--- config.mk ---
export PLATFORM = sky130hd
export DESIGN_NAME = if_id_hazard
export DESIGN_NICKNAME = d
export VERILOG_FILES = /design/src/rtl/if_id_hazard.sv
export SDC_FILE = /design/constraint.sdc
export NUM_CORES = 1
export LEC_CHECK = 0
export CORE_MARGIN = 4
export CORE_UTILIZATION = 33
export DETAILED_ROUTE_END_ITERATION = 10
export PLACE_DENSITY = 0.68
export SYNTH_ARGS = -nofsm -noshare
export SYNTH_HDL_FRONTEND = slang
export SYNTH_SLANG_ARGS = --single-unit
--- constraint.sdc ---
create_clock -name clk_i -period 3.2 [get_ports clk_i]
set_input_delay 0.8 -clock clk_i [delete_from_list [all_inputs] [get_ports clk_i]]
set_output_delay 0.8 -clock clk_i [all_outputs]
set_load 0.02 [all_outputs]
--- src/rtl/if_id_hazard.sv ---
// IF/ID pipeline register with load-use hazard detection, branch flush and global freeze.
// Optional performance counters are enabled by defining IF_ID_PERF_CNT_EN.
module if_id_hazard #(
  parameter int unsigned          PC_W      = 32,
  parameter int unsigned          INSTR_W   = 32,
  parameter logic [INSTR_W-1:0]   NOP_INSTR = '0
) (
  input  logic               clk_i,
  input  logic               rst_n_i,
  input  logic [PC_W-1:0]    pc_i,
  input  logic [INSTR_W-1:0] instr_i,
  input  logic               idex_memread_i,
  input  logic [4:0]         idex_rt_i,
  input  logic               branch_taken_i,
  input  logic               mem_stall_i,
  output logic [PC_W-1:0]    pc_o,
  output logic [INSTR_W-1:0] instr_o,
  output logic               valid_o,
  output logic               pc_write_o,
  output logic               bubble_o,
`ifdef IF_ID_PERF_CNT_EN
  output logic [31:0]        stall_cnt_o,
  output logic [31:0]        flush_cnt_o,
`endif
  output logic               hazard_o
);

  localparam int unsigned REG_W = 5;
  localparam int unsigned CNT_W = 32;

  logic [PC_W-1:0]    pc_q,    pc_d;
  logic [INSTR_W-1:0] instr_q, instr_d;
  logic               valid_q, valid_d;
  logic [REG_W-1:0]   rs_c, rt_c;
  logic               hazard_c;
  logic               flush_c;

  // Hazard only depends on registered state and ID/EX sideband, never on fetch inputs.
  always_comb begin
    rs_c     = instr_q[25:21];
    rt_c     = instr_q[20:16];
    hazard_c = valid_q && idex_memread_i && (idex_rt_i != REG_W'(0)) &&
               ((idex_rt_i == rs_c) || (idex_rt_i == rt_c));
  end

  // Update priority: freeze, then load-use hold, then flush, then normal load.
  always_comb begin
    pc_d    = pc_q;
    instr_d = instr_q;
    valid_d = valid_q;
    flush_c = 1'b0;
    if (mem_stall_i || hazard_c) begin
      pc_d    = pc_q;
    end else if (branch_taken_i) begin
      pc_d    = pc_i;
      instr_d = NOP_INSTR;
      valid_d = 1'b0;
      flush_c = 1'b1;
    end else begin
      pc_d    = pc_i;
      instr_d = instr_i;
      valid_d = 1'b1;
    end
  end

  always_ff @(posedge clk_i or negedge rst_n_i) begin
    if (!rst_n_i) begin
      pc_q    <= '0;
      instr_q <= NOP_INSTR;
      valid_q <= 1'b0;
    end else begin
      pc_q    <= pc_d;
      instr_q <= instr_d;
      valid_q <= valid_d;
    end
  end

  assign pc_o     = pc_q;
  assign instr_o  = instr_q;
  assign valid_o  = valid_q;
  assign hazard_o = hazard_c;
  // Reset forces the PC enable on and the bubble off regardless of the freeze input.
  assign pc_write_o = !rst_n_i || !(hazard_c || mem_stall_i);
  assign bubble_o   = rst_n_i && hazard_c && !mem_stall_i;

`ifdef IF_ID_PERF_CNT_EN
  logic [CNT_W-1:0] stall_cnt_q, stall_cnt_d;
  logic [CNT_W-1:0] flush_cnt_q, flush_cnt_d;

  // Saturating event counters.
  always_comb begin
    stall_cnt_d = stall_cnt_q;
    flush_cnt_d = flush_cnt_q;
    if (hazard_c && !mem_stall_i && (stall_cnt_q != '1)) begin
      stall_cnt_d = stall_cnt_q + CNT_W'(1);
    end
    if (flush_c && (flush_cnt_q != '1)) begin
      flush_cnt_d = flush_cnt_q + CNT_W'(1);
    end
  end

  always_ff @(posedge clk_i or negedge rst_n_i) begin
    if (!rst_n_i) begin
      stall_cnt_q <= '0;
      flush_cnt_q <= '0;
    end else begin
      stall_cnt_q <= stall_cnt_d;
      flush_cnt_q <= flush_cnt_d;
    end
  end

  assign stall_cnt_o = stall_cnt_q;
  assign flush_cnt_o = flush_cnt_q;
`else
  logic unused_flush;
  assign unused_flush = flush_c;
`endif

endmodule
==> results.py <==
metrics = {
    "placement": {
        "hpwl_um": 5020,
        "io_buffer_count": 141,
        "placed_cells": 441,
        "place_ws_ps": -470,
        "gp_congestion": 0.885,
    },
    "layout": {
        "syn2layout_area_growth_pct": 63.5,
        "multi_input_area_um2": 1150,
        "layout-drive-gt1-share_pct": 14.5,
        "seq_area_um2": 1630,
        "nets": 421,
        "finalNonFillerCells": 457,
        "diodes": 0,
        "n_fill_cell": 714,
    },
    "cts": {
        "hold_buffers": 0,
        "clk_pin_slew_worst_paths_ps": 70,
        "cts_buffers": 9,
        "cts_buffer_depth": 2,
        "cts_root_buffer": "clkbuf_8",
        "clock_latency_ps": 330,
        "cts_setup_buffers": 0,
        "h-tree-depth": 3,
        "tritoncts": "done",
        "cts_sinks": 65,
    },
    "grt": {
        "grtUsageMet3_pct": 5.49,
        "grt_busiest_layer": "met2",
        "use_met1_pct": 16.3,
        "met2_usage_pct": 23.1,
        "antenna_found_initial": 0,
        "grtUsageTotal_pct": 13.9,
        "grt_pass1_vias": 2245,
        "grt_max_degree": 65,
        "grt_pass1_wl_um": 10900,
        "grt_overflow": 0,
    },
    "die": {
        "dieArea_um2": 10000,
        "coreArea_um2": 8220,
        "io_pins": 142,
        "start_util_pct": 34.0,
        "die_y_um": 100,
        "die_w_um": 100,
        "rows": 33,
    },
    "power": {
        "p_leak_nw": 1.95,
        "vdd_ir_drop_max_uv": 280,
        "power_mw": 2.18,
        "cellPowerDensity_nw_per_um2": 477,
    },
    "routing": {
        "routedWlPerCell_um": 15.0,
        "vias": 2063,
        "routed_via_density": 4.51,
        "first_pass_iters": 3,
        "drc_errors": 0,
        "totalWireLength_um": 6860,
        "ant_nets": 0,
        "drt_iter0_markers": 14,
    },
    "synthesis": {
        "synth_top_area_share_pct": 58.2,
        "synth_area_leaders": "dfrtp_1, mux2_1, nor2b_1",
        "ys_seq_area_share_pct": 58.2,
        "netlist_instances": 195,
        "syn-num-nets": 269,
        "syn_area_um2": 2800,
        "synth_area_leader_cell": "dfrtp_1",
        "synth_seq_cells": 65,
        "ys_types": 19,
        "synth_area_per_cell_um2": 14.3,
        "ys_warn_count": 0,
    },
    "run_status": {
        "status": "completed",
    },
    "sta": {
        "rsz0062_at_grt": "no",
        "period_minus_slack_ps": 3120,
        "worst_slack_ps": 77.3,
        "hold_violations": 0,
        "fmaxAchievable_ghz": 0.320,
        "tightest_slew_ps": 814,
        "maxSlewHeadroom_pct": 45.7,
        "skew_ps": 10.2,
        "fin_crit_sh_pct": 97.6,
        "setup_violations": 0,
        "whs_ps": 483,
        "slew_viol_final": 0,
    },
    "job": {
        "drv_cap": 0,
    },
    "setup_path": {
        "setup.worst_path.end_class": "primary output",
        "worstSetupPathType": "in2out",
        "cp-start-kind": "input pin",
        "cp.required_ps": 2400,
        "worstPathMaxFanout": 2,
        "crit_arrival_ps": 2320,
    },
    "min_path": {
        "hp-class": "reg2reg",
    },
}
registers in the layout, indices dropped and copies added (netlist names):
| signal | count |
|---|---|
| pc_o | 32 |
| valid_o | 1 |
| instr_o | 32 |
routing by layer:
| metal | routed length (µm) | up-vias | part of all wire (%) |
|---|---|---|---|
| li1 | - | 969 | - |
| met1 | 2730 | 1005 | 40 |
| met2 | 3420 | 81 | 50 |
| met3 | 624 | 8 | 9.1 |
| met4 | 90 | 0 | 1.3 |
| met5 | 0 | - | 0 |
power breakdown:
group,internal [mW],switching [mW],total [mW]
clock,0.380,0.290,0.669
sequential,0.906,0.0475,0.954
combinational,0.315,0.241,0.557
through the flow:
stage / TNS [ps] / utilization [%] / area [µm²]
after floorplan: 0 / - / 2800
after detailed placement: -11220 / 52.8 / 4340
after CTS: 0 / 55.0 / 4520
after global routing: 0 / 55.7 / 4570
final: 0 / 55.7 / 4570
after global placement: -11690 / 52.8 / 4340
final cells by class:
class	instances	area share, %
clock buffers	13	3.26
clock inverters	3	0.876
inverters	1	0.0821
multi-input cells	119	25.1
flip-flops and latches	65	35.6
well taps	105	2.87
repair buffers	151	32.3
what timing repair did:
item / 4_1_cts / 5_1_grt
resized for setup: 13 / 11
pin swaps: 0 / 5
setup endpoints to repair: 3 / 3
layout by cell type (no fill, tap or decap), drive strengths merged:
cell type,instances
mux2,64
o311a,1
dlymetal6s2s,2
nor2b,32
clkdlybuf4s50,135
nand2,4
or3,1
bufinv,1
clkinv,2
o211ai,1
inv,1
nand2b,1
o22ai,1
buf,13
clkbuf,14
xnor2,10
nor3b,1
nand3,2
dfrtp,65
a21oi,1
worst max-delay path, stage by stage:
cell and delay [ps]:
clkdlybuf4s50_1 430, or3_4 340, o311a_4 340, a21oi_4 150
nand2b_4 140, buf_4 140
logic make-up (layout without fill, tap and decap cells):
logic type | Yosys count | after routing | share of synthesized area, %
flip-flops | 65 | 65 | 58.2
AO/OA/AOI/OAI | 4 | 4 | 1.16
multiplexers | 64 | 64 | 25.8
AND/OR/NAND/NOR | 41 | 41 | 8.77
buffers and inverters | 11 | 168 | 3.00
XOR/XNOR | 10 | 10 | 3.13
path summary, 6_finish.rpt:
kind                                    from     endpoint  slack (ps)  cells past startpoint
min in group asynchronous            rst_n_i  instr_o[26]         530                      2
max in group asynchronous            rst_n_i     pc_o[25]        2350                      2
worst max-delay path            idex_rt_i[2]   pc_write_o          80                      6
worst min-delay path                 pc_o[5]      pc_o[5]         480                      1
worst min register to register       pc_o[5]      pc_o[5]         480                      1
worst max register to register   instr_o[23]     pc_o[20]         940                      7
synthesized netlist by cell type:
master	number
a21oi_2	1
buf_2	1
buf_4	1
buf_6	5
clkbuf_1	3
dfrtp_1	65
inv_1	1
mux2_1	49
mux2_2	15
nand2_1	4
nand2b_1	1
nand3_1	2
nor2b_1	32
nor3b_1	1
o211ai_1	1
o22ai_1	1
o311a_1	1
or3_1	1
xnor2_1	10
No activity file was read; power rests on OpenSTA's default activity.
